File: src/rtl/sat_compute_pipe_if.sv
// Request/response bundle for sat_compute_pipe: valid/ready request side plus registered result side.
// With CU_FLAGS_EN defined the bundle also carries the {N,Z,V} flags output.
interface sat_compute_pipe_if #(parameter int DATA_W = 16);
  logic              in_valid;
  logic              in_ready;
  logic [2:0]        op;
  logic [DATA_W-1:0] a;
  logic [DATA_W-1:0] b;
  logic              out_valid;
  logic              out_ready;
  logic [DATA_W-1:0] result;
  logic              ovfl;
`ifdef CU_FLAGS_EN
  logic [2:0]        flags;
`endif

  modport master (
    output in_valid, op, a, b, out_ready,
    input  in_ready, out_valid, result, ovfl
`ifdef CU_FLAGS_EN
    , input flags
`endif
  );

  modport slave (
    input  in_valid, op, a, b, out_ready,
    output in_ready, out_valid, result, ovfl
`ifdef CU_FLAGS_EN
    , output flags
`endif
  );
endinterface

File: src/rtl/sat_compute_pipe.sv
// Registered saturating ALU: ADD/SUB/PADD/shifts in one cycle, RED over N lane cycles, full backpressure.
// Optional macro CU_FLAGS_EN adds the {N,Z,V} flags output.

// One signed lane of the packed add, saturating to its own min/max.
module sat_lane_add #(parameter int W = 4) (
  input  logic [W-1:0] a,
  input  logic [W-1:0] b,
  output logic [W-1:0] y,
  output logic         ovf
);
  logic [W-1:0] s;
  assign s   = a + b;
  assign ovf = (a[W-1] == b[W-1]) && (s[W-1] != a[W-1]);
  assign y   = ovf ? (a[W-1] ? {1'b1, {(W-1){1'b0}}} : {1'b0, {(W-1){1'b1}}}) : s;
endmodule

module sat_compute_pipe #(
  parameter int DATA_W  = 16,
  parameter int LANE_W  = 4,
  parameter int SHAMT_W = $clog2(DATA_W)
) (
  input  logic               clk,
  input  logic               rst,
  sat_compute_pipe_if.slave  bus
);
  localparam int N     = DATA_W / LANE_W;
  localparam int IDX_W = (N > 1) ? $clog2(N) : 1;

  localparam logic [2:0] OP_ADD  = 3'b000;
  localparam logic [2:0] OP_SUB  = 3'b001;
  localparam logic [2:0] OP_PADD = 3'b010;
  localparam logic [2:0] OP_SLL  = 3'b011;
  localparam logic [2:0] OP_SRA  = 3'b100;
  localparam logic [2:0] OP_ROR  = 3'b101;
  localparam logic [2:0] OP_RED  = 3'b110;

  localparam logic [0:0] S_IDLE = 1'b0;
  localparam logic [0:0] S_ACC  = 1'b1;

  localparam logic [DATA_W-1:0] MAX_V = {1'b0, {(DATA_W-1){1'b1}}};
  localparam logic [DATA_W-1:0] MIN_V = {1'b1, {(DATA_W-1){1'b0}}};

  logic [0:0]        state;
  logic [IDX_W-1:0]  idx;
  logic [DATA_W-1:0] acc;
  logic [N-1:0][LANE_W-1:0] ra_q, rb_q;
  logic              out_valid_q;
  logic [DATA_W-1:0] result_q;
  logic              ovfl_q;

  logic accept;
  assign bus.in_ready  = (state == S_IDLE) & (~out_valid_q | bus.out_ready);
  assign accept        = bus.in_valid & bus.in_ready;
  assign bus.out_valid = out_valid_q;
  assign bus.result    = result_q;
  assign bus.ovfl      = ovfl_q;

  // Full-width saturating add/sub: overflow saturates toward the sign of a.
  logic [DATA_W-1:0] sum, dif;
  logic              sum_ovf, dif_ovf;
  assign sum     = bus.a + bus.b;
  assign dif     = bus.a - bus.b;
  assign sum_ovf = (bus.a[DATA_W-1] == bus.b[DATA_W-1]) && (sum[DATA_W-1] != bus.a[DATA_W-1]);
  assign dif_ovf = (bus.a[DATA_W-1] != bus.b[DATA_W-1]) && (dif[DATA_W-1] != bus.a[DATA_W-1]);

  // Per-lane packed add.
  logic [N-1:0][LANE_W-1:0] a_ln, b_ln, p_ln;
  logic [N-1:0]             p_ovf;
  assign a_ln = bus.a;
  assign b_ln = bus.b;

  for (genvar i = 0; i < N; i++) begin : g_lane
    sat_lane_add #(.W(LANE_W)) u_lane (
      .a   (a_ln[i]),
      .b   (b_ln[i]),
      .y   (p_ln[i]),
      .ovf (p_ovf[i])
    );
  end

  // Shifts; rotate uses a complementary left shift, which yields 0 when the amount is 0.
  logic [SHAMT_W-1:0] shamt;
  logic [SHAMT_W:0]   lsh;
  logic [DATA_W-1:0]  sll_v, sra_v, ror_v;
  assign shamt = bus.b[SHAMT_W-1:0];
  assign lsh   = (SHAMT_W+1)'(DATA_W) - {1'b0, shamt};
  assign sll_v = bus.a << shamt;
  assign sra_v = DATA_W'($signed(bus.a) >>> shamt);
  assign ror_v = (bus.a >> shamt) | (bus.a << lsh);

  logic [DATA_W-1:0] single_res;
  logic              single_ovf;
  logic              single_arith;
  always_comb begin
    single_res   = '0;
    single_ovf   = 1'b0;
    single_arith = 1'b0;
    case (bus.op)
      OP_ADD: begin
        single_res   = sum_ovf ? (bus.a[DATA_W-1] ? MIN_V : MAX_V) : sum;
        single_ovf   = sum_ovf;
        single_arith = 1'b1;
      end
      OP_SUB: begin
        single_res   = dif_ovf ? (bus.a[DATA_W-1] ? MIN_V : MAX_V) : dif;
        single_ovf   = dif_ovf;
        single_arith = 1'b1;
      end
      OP_PADD: begin
        single_res   = p_ln;
        single_ovf   = |p_ovf;
        single_arith = 1'b1;
      end
      OP_SLL:  single_res = sll_v;
      OP_SRA:  single_res = sra_v;
      OP_ROR:  single_res = ror_v;
      default: single_res = '0;
    endcase
  end

  // Reduction step: both lanes are sign-extended before accumulation; the sum wraps.
  logic [DATA_W-1:0] ext_a, ext_b, acc_next;
  logic              last_lane;
  assign ext_a     = DATA_W'($signed(ra_q[idx]));
  assign ext_b     = DATA_W'($signed(rb_q[idx]));
  assign acc_next  = acc + ext_a + ext_b;
  assign last_lane = (idx == IDX_W'(N-1));

`ifdef CU_FLAGS_EN
  logic [2:0] flags_q;
  assign bus.flags = flags_q;
`endif

  always_ff @(posedge clk or posedge rst) begin
    if (rst) begin
      state       <= S_IDLE;
      idx         <= '0;
      acc         <= '0;
      ra_q        <= '0;
      rb_q        <= '0;
      out_valid_q <= 1'b0;
      result_q    <= '0;
      ovfl_q      <= 1'b0;
`ifdef CU_FLAGS_EN
      flags_q     <= 3'b000;
`endif
    end else begin
      if (out_valid_q && bus.out_ready)
        out_valid_q <= 1'b0;
      case (state)
        S_IDLE: begin
          if (accept) begin
            if (bus.op == OP_RED) begin
              ra_q  <= a_ln;
              rb_q  <= b_ln;
              acc   <= '0;
              idx   <= '0;
              state <= S_ACC;
            end else begin
              result_q    <= single_res;
              ovfl_q      <= single_ovf;
              out_valid_q <= 1'b1;
`ifdef CU_FLAGS_EN
              if (single_arith)
                flags_q <= {single_res[DATA_W-1], single_res == '0, single_ovf};
`endif
            end
          end
        end
        default: begin
          acc <= acc_next;
          if (!last_lane)
            idx <= idx + IDX_W'(1);
          if (last_lane) begin
            result_q    <= acc_next;
            ovfl_q      <= 1'b0;
            out_valid_q <= 1'b1;
            state       <= S_IDLE;
`ifdef CU_FLAGS_EN
            flags_q     <= {acc_next[DATA_W-1], acc_next == '0, 1'b0};
`endif
          end
        end
      endcase
    end
  end

`ifndef CU_FLAGS_EN
  logic unused_arith;
  assign unused_arith = single_arith;
`endif
endmodule
File: src/flat_wrapper.sv
// flat-port wrapper written by rule: the top's interface ports become plain ports
module sat_compute_pipe_flat 
#(
  parameter int DATA_W  = 16,
  parameter int LANE_W  = 4,
  parameter int SHAMT_W = $clog2(DATA_W)
)
  (clk, rst, bus_in_valid, bus_op, bus_a, bus_b, bus_out_ready, bus_in_ready, bus_out_valid, bus_result, bus_ovfl);
  sat_compute_pipe_if #(.DATA_W(DATA_W)) bus_i ();
  input  logic clk;
  input  logic rst;
  input wire logic [$bits(bus_i.in_valid)-1:0] bus_in_valid;
  input wire logic [$bits(bus_i.op)-1:0] bus_op;
  input wire logic [$bits(bus_i.a)-1:0] bus_a;
  input wire logic [$bits(bus_i.b)-1:0] bus_b;
  input wire logic [$bits(bus_i.out_ready)-1:0] bus_out_ready;
  output wire logic [$bits(bus_i.in_ready)-1:0] bus_in_ready;
  output wire logic [$bits(bus_i.out_valid)-1:0] bus_out_valid;
  output wire logic [$bits(bus_i.result)-1:0] bus_result;
  output wire logic [$bits(bus_i.ovfl)-1:0] bus_ovfl;
  assign bus_i.in_valid = bus_in_valid;
  assign bus_i.op = bus_op;
  assign bus_i.a = bus_a;
  assign bus_i.b = bus_b;
  assign bus_i.out_ready = bus_out_ready;
  assign bus_in_ready = bus_i.in_ready;
  assign bus_out_valid = bus_i.out_valid;
  assign bus_result = bus_i.result;
  assign bus_ovfl = bus_i.ovfl;
  sat_compute_pipe #(.DATA_W(DATA_W), .LANE_W(LANE_W), .SHAMT_W(SHAMT_W)) u_core (.clk(clk), .rst(rst), .bus(bus_i));
endmodule
File: config.mk
export PLATFORM = sky130hd
export DESIGN_NAME = sat_compute_pipe_flat
export DESIGN_NICKNAME = d
export VERILOG_FILES = /design/src/rtl/sat_compute_pipe_if.sv /design/src/rtl/sat_compute_pipe.sv /design/src/flat_wrapper.sv
export SDC_FILE = /design/constraint.sdc
export NUM_CORES = 1
export LEC_CHECK = 0
export CAP_MARGIN = 20
export CELL_PAD_IN_SITES_DETAIL_PLACEMENT = 1
export CELL_PAD_IN_SITES_GLOBAL_PLACEMENT = 1
export CORE_MARGIN = 5
export CORE_UTILIZATION = 47
export CTS_CLUSTER_SIZE = 24
export DETAILED_ROUTE_END_ITERATION = 12
export PLACE_DENSITY = 0.8
export REMOVE_ABC_BUFFERS = 1
export SYNTH_ARGS = -nofsm -noshare
export SYNTH_HDL_FRONTEND = slang
export SYNTH_SLANG_ARGS = --single-unit
File: constraint.sdc
create_clock -name clk -period 4.5 [get_ports clk]
set_input_delay 0.9 -clock clk [delete_from_list [all_inputs] [get_ports clk]]
set_output_delay 0.9 -clock clk [all_outputs]
set_load 0.005 [all_outputs]
---- Word level (Yosys, flattened, before mapping) ----
Index checks and enable logic that the tools add are counted.
word-level totals
  output and inout bits ................... 19
  bits of input ports ..................... 39
  register bits ........................... 69
operators by class
  order comparisons ....................... 1
  add/subtract/negate cells ............... 10
  bitwise gates (word level) .............. 6
  reduce and logical (&&, ||, !) cells .... 15
  muxes and demuxes ....................... 41
  shift-type cells ........................ 4
  equal/unequal tests ..................... 21
operators by type and width
  cell                                                                    count
  16-bit 2-to-1 mux                                                       10
  16-bit one-hot mux with 6 select lines                                  1
  16-bit adder                                                            3
  4-bit 2-to-1 mux                                                        10
  4-bit adder                                                             4
  4-bit binary-select mux with 2-bit select                               2
  16-bit bitwise OR                                                       1
  16-bit by 4-bit << shifter with 16-bit output                           1
  16-bit by 5-bit << shifter with 16-bit output                           1
  16-bit by 4-bit >> shifter with 16-bit output                           1
  16-bit by 4-bit >>> shifter with 16-bit output                          1
  16-bit subtractor                                                       1
  1-bit 2-to-1 mux                                                        13
  3-bit equality test (second input constant)                             3
  3-bit AND reduction                                                     3
  2-bit 2-to-1 mux                                                        4
  1-bit logical AND                                                       7
  1-bit inequality test                                                   7
  3-bit by 2-bit equality test with 1-bit output (second input constant)  2
  5-bit by 4-bit subtractor with 5-bit output (first input constant)      1
  1-bit equality test                                                     4
  2-bit inequality test (second input constant)                           2
  2-bit nonzero test                                                      2
  4-bit OR reduction                                                      1
  11 further kinds                                                        13

---- Longest topological paths before layout ----
  depth in word-level cells ............... 8
  gate-level depth with buffers ........... 21
  mapped depth without buffers ............ 18

---- Cells and area by module ----
A second synthesis with hierarchy kept.
second synthesis, totals
  cells, all modules ...................... 1061
  area, all modules ....................... 9078.7 um^2
modules (own cells, without submodules)
  module            sequential area each (um^2)  cells each  instances  area each (um^2)
  sat_compute_pipe  1726.7                       921         1          8037.7
  sat_lane_add      0.0                          35          4          260.2

---- Least setup slack after synthesis ----
OpenSTA, ideal clock, no wires.
  path kind ............................... input to register
  from .................................... in bus_b[1]
  to ...................................... reg u_core.result_q[11], in the netlist u_core.bus.result[11]
  path buffers ............................ 3
  stages .................................. 19
  slack ................................... -0.431 ns
  data arrival time ....................... 4.845 ns
  library setup time ...................... 0.087 ns
  data required time ...................... 4.413 ns
  path through ............................ buf_2 -> buf_2 -> clkinv_1 -> ha_1 -> nor2b_1 -> o2111a_1 -> o21ai_0 -> o2111ai_1 -> a41oi_1 -> o21bai_1 -> a21oi_1 -> fa_1 -> or3_1 -> and2_1 -> clkbuf_1 -> and4_1 -> o31ai_1 -> a21boi_1 -> o211ai_1
on the way
  longest elaborated chain between the ends .. 8
ends and longest elaborated chain
  element                                                                              line                     source
  start: declaration                                                                   flat_wrapper.sv:15       input wire logic [$bits(bus_i.b)-1:0] bus_b;
  branches (longest 4 deep; another with 5-bit by 4-bit subtractor with 5-bit output)  n/a
  16-bit one-hot mux with 6 select lines (*)                                           sat_compute_pipe.sv:98   case (bus.op)
  16-bit 2-to-1 mux (*)                                                                sat_compute_pipe.sv:153  if (bus.op == OP_RED) begin
  16-bit 2-to-1 mux (*)                                                                sat_compute_pipe.sv:152  if (accept) begin
  16-bit 2-to-1 mux (*)                                                                sat_compute_pipe.sv:150  case (state)
  end signal: assignment                                                               sat_compute_pipe.sv:160  result_q <= single_res;
  end signal: assignment                                                               sat_compute_pipe.sv:175  result_q <= acc_next;
  end: declaration                                                                     sat_compute_pipe.sv:48   logic [DATA_W-1:0] result_q;
Mark *: on every way between the ends. The select of a mux whose other input is x is not followed.
A chain may end at the register's enable or synchronous reset.

---- Worst setup path after layout ----
  from .................................... in bus_b[4]
  to ...................................... reg u_core.result_q[10], in the netlist u_core.bus.result[10]
on the way
  longest elaborated chain between the ends .. 8
ends and longest elaborated chain
  element                                            line
  16-bit subtractor or 16-bit adder (tied branches)  sat_compute_pipe.sv:62, sat_compute_pipe.sv:61
  1-bit inequality test, on equally long branches    sat_compute_pipe.sv:64, sat_compute_pipe.sv:63
  1-bit logical AND, on equally long branches        sat_compute_pipe.sv:64, sat_compute_pipe.sv:63
  16-bit 2-to-1 mux, on equally long branches        sat_compute_pipe.sv:105, sat_compute_pipe.sv:100
  16-bit one-hot mux with 6 select lines (*)         sat_compute_pipe.sv:98
  16-bit 2-to-1 mux (*)                              sat_compute_pipe.sv:153
  16-bit 2-to-1 mux (*)                              sat_compute_pipe.sv:152
  16-bit 2-to-1 mux (*)                              sat_compute_pipe.sv:150
Mark *: on every way between the ends. The rest lies on a longest branch, timed or not. The select of a mux whose other input is x is not followed.

==> impl_metrics.toml <==
[run_status]
status = "finished clean"

[setup_path]
critPathKind = "input port to register"
cp-end-kind = "register"
crit_top_cell = "or3_1"
worstSetupStartpointType = "input port"
critical_path_required_ns = 4.76
crit_start = "bus_b[4]"
crit_slowest_cell = "clkdlybuf4s50_1"
reg2reg_depth = 12
critPathMaxStageDelay_ns = 0.54
r2r_start = "u_core.idx[0]$_DFFE_PP0P_"
worstPathArrival_ns = 4.56
r2r_end = "u_core.bus.result[14]$_DFFE_PP0P_"
crit_chain = "clkdlybuf4s50_1 > inv_1 > ha_4 > or3_1 > nand3_1 > o2111ai_4 > a41oi_2 > o21bai_1 > a21oi_2 > fa_1 > or3_1 > and2_2 > buf_4 > o21ai_0 > a211oi_1 > o21a_1 > o221ai_1"
reg2reg_setup_slack_ns = 0.45
path_max_fanout = 5

[placement]
dp_hpwl_um = 31010
dpl-instance-area_sq_um = 10220
io_buffers = 57
preCtsSetupSlack_ns = -0.5063
dp.cells = 1345
place_congestion = 1.031

[clock_network]
numCtsBuffers = 9
clkSinkCount = 69
insertion_delay_ns = 0.35
clock-root-buffer = "clkbuf_16"
cts_max_level = 3
cts_tree = "yes"
clockBufferDepth = 2
hold_buffers = 0
clk_pin_slew_ns = 0.07

[global_route]
grt-ovfl-total = 0
grt_pass1_wl_um = 59560
grt_pass1_vias = 9299
grt_use_total = 0.3619
antenna_found_initial = 0
grt_max_degree = 58

[layout]
area_growth_syn_to_layout_pct = 19.66
layout-drive-gt1-share = 0.2307
num-nets-final = 1231
instances_no_fill = 1362
final_cell_area_sq_um = 10610

[die]
num_io_pins = 58
num_rows = 50
die_area_sq_um = 21700
die_y_um = 147.3
core_sq_um = 18640
initial_core_util = 0.4754
die_x_um = 147.3

[timing]
setup_viol = 0
max_clock_freq_mhz = 232.6
finalCritPeriodShare = 0.9552
finClkSkew_ns = 0.01083
slew_headroom = 0.3483
rsz0062_at_grt = "false"
timing.final.ws_setup_ns = 0.2014
period_needed_ns = 4.299
worstMarginPinSlew_ns = 0.9775
final.setup.tns_ns = 0
hold_viol_final = 0
slew_viol_final = 0

[route]
wirelength_um = 39730
num_vias = 9392
routed_via_density = 6.896
highest_layer = "met4"
first_pass_iters = 5
drc = 0
wl_met3_um = 3956
ant_nets = 0
wl_per_cell_um = 29.17
met1Wirelength_um = 15600
drt_iter0_drc = 1074
met2WireLength_um = 17320

[synthesis]
ys_types = 83
synth_top_family_by_area = "compound AO/OA/AOI/OAI gates"
yosys_warnings = 0
netlist_area_sq_um = 8864
synth_edf_count = 0
synth_cells = 1024
muxShareOfSynthArea = 0.1988
synthSimpleGateAreaFrac = 0.1575
ys_dominant_reg_cell = "dfrtp_1"
synth-seq-area-share = 0.1948
synthAdderAreaFrac = 0.1186
synthXorXnorAreaFrac = 0.03755
synth_compound_area_frac = 0.2301
syn_area_per_cell_sq_um = 8.656
synth-seq-cells = 69
async_reset_ff_frac = 1.000

[min_path]
holdPathStages = 1
worstHoldEndpoint = "u_core.acc[7]$_DFFE_PP0P_"
hp-class = "register to register"
hold_path.startpoint = "u_core.acc[7]$_DFFE_PP0P_"

[run]
maxCapViolCount = 0

[power]
ir_drop_mv = 0.5609
powerDensity_nw_per_um2 = 727.6
power_leakage_nw = 4.598
cell families after synthesis:
logic type	Yosys count
XOR/XNOR	38
multiplexers	122
buffers and inverters	134
AND/OR/NAND/NOR	285
adder cells (fa/ha/maj)	71
AO/OA/AOI/OAI	305
flip-flops	69
synth_stat cells, types with 8 or more instances:
| cell | n | share of area |
|---|---|---|
| nand2_1 | 87 | 0.037 |
| a21oi_1 | 76 | 0.043 |
| nor2_1 | 73 | 0.031 |
| dfrtp_1 | 69 | 0.19 |
| o21ai_0 | 63 | 0.036 |
| clkbuf_1 | 53 | 0.022 |
| mux2_2 | 52 | 0.066 |
| ha_1 | 48 | 0.068 |
| inv_1 | 43 | 0.018 |
| mux4_2 | 37 | 0.094 |
| mux2i_1 | 32 | 0.036 |
| xnor2_1 | 26 | 0.026 |
| fa_1 | 22 | 0.050 |
| nor3_1 | 19 | 0.011 |
| buf_2 | 18 | 0.010 |
| nand2b_1 | 18 | 0.013 |
| a21o_1 | 16 | 0.014 |
| nand3_1 | 15 | 0.0085 |
| o22ai_1 | 14 | 0.0099 |
| a211oi_1 | 13 | 0.011 |
| o211ai_1 | 12 | 0.010 |
| xor2_1 | 12 | 0.012 |
| o31ai_1 | 11 | 0.0093 |
| nor2b_1 | 10 | 0.0071 |
| a31oi_1 | 9 | 0.0064 |
| and2_1 | 9 | 0.0064 |
| buf_1 | 9 | 0.0038 |
| o21a_1 | 9 | 0.0076 |
| and3_1 | 8 | 0.0056 |
| or3_1 | 8 | 0.0056 |
power breakdown:
part	leakage, nW	total, W	internal (W)	switching (W)
clock network	0.141	0.000728	0.000389	0.000340
registers	0.850	0.00115	0.000935	0.000213
logic	3.61	0.00584	0.00255	0.00329
total	4.60	0.00772	0.00387	0.00385
placed cells by master (no fill, tap or decap), types with 6 or more instances in the layout:
master and instances:
a21oi_1 75, o22ai_1 14, ha_1 46, xor2_1 12
o21a_1 9, buf_4 115, mux4_2 37, nor2_1 72
nor3_1 18, and2_1 7, o31ai_1 11, nand2_1 87
fa_1 22, o21ai_0 61, a211oi_1 13, clkdlybuf4s50_1 50
a31oi_1 9, clkbuf_16 9, or2_2 6, a21o_1 16
o211ai_1 12, or3_1 8, dfrtp_1 69, nand2b_1 18
mux2i_1 32, and3_1 8, inv_1 42, nor2b_1 10
mux2_2 52, nand3_1 14, xnor2_1 26, a22oi_1 6
nor4_1 7
cell type report:
cell class                      instances  area [sq um]
Timing Repair Buffer                  173          1449
Clock inverter                          7         65.06
Fill cell                            2200          8036
Antenna cell                            1         2.502
Clock buffer                            9         225.2
Multi-Input combinational cell        821          6665
Inverter                               48         180.2
Sequential cell                        69          1727
Tap cell                              234         292.8
per-layer routing:
layer | vias up | global-route usage
li1 | 3991 | -
met1 | 4630 | 0.4792
met2 | 621 | 0.5530
met3 | 150 | 0.07588
met4 | 0 | 0.1994
met5 | - | 0
metrics by stage:
step | hold WS [ns] | power, W | utilization
detailed placement | 0.4843 | 0.006844 | 0.5485
global route | 0.5255 | 0.008246 | 0.5688
CTS | 0.5055 | 0.007669 | 0.5648
global placement | 0.4730 | 0.006559 | 0.5485
finish | 0.5013 | 0.007718 | 0.5689
floorplan | 0.4656 | 0.004953 | -
state kept, by name, indices dropped and copies added, names as in the netlist:
register / count
u_core.acc: 16
u_core.ra_q: 16
u_core.state: 1
u_core.rb_q: 16
u_core.bus.ovfl: 1
u_core.bus.out_valid: 1
u_core.bus.result: 16
u_core.idx: 2
worst max-delay path: cells and delay by family:
kind                       cells  cell delay, ns
AOI/OAI and AO/OA              8            1.15
and+or+nand+nor                4            1.10
buffers and inverters          3            0.80
adders and majority gates      2            0.60
worst max-delay path by stage:
stage / to / slack [ns] / cells past startpoint
final: u_core.bus.result[10]$_DFFE_PP0P_ / 0.20 / 17
after global routing: u_core.bus.result[11]$_DFFE_PP0P_ / 0.01 / 16
after CTS: u_core.bus.result[10]$_DFFE_PP0P_ / 0.02 / 17
after detailed placement: u_core.bus.ovfl$_DFFE_PP0P_ / -0.51 / 15
after global placement: u_core.bus.result[11]$_DFFE_PP0P_ / -0.37 / 16
after floorplan: u_core.acc[12]$_DFFE_PP0P_ / -0.37 / 5
repair_timing:
action                                  4_1_cts  5_1_grt
gates cloned                                  0        0
gates resized for setup                       4       15
setup buffers                                 0        0
pin swaps                                     0        5
endpoints found under the setup margin       14       14
No activity file was read; power rests on OpenSTA's default activity.
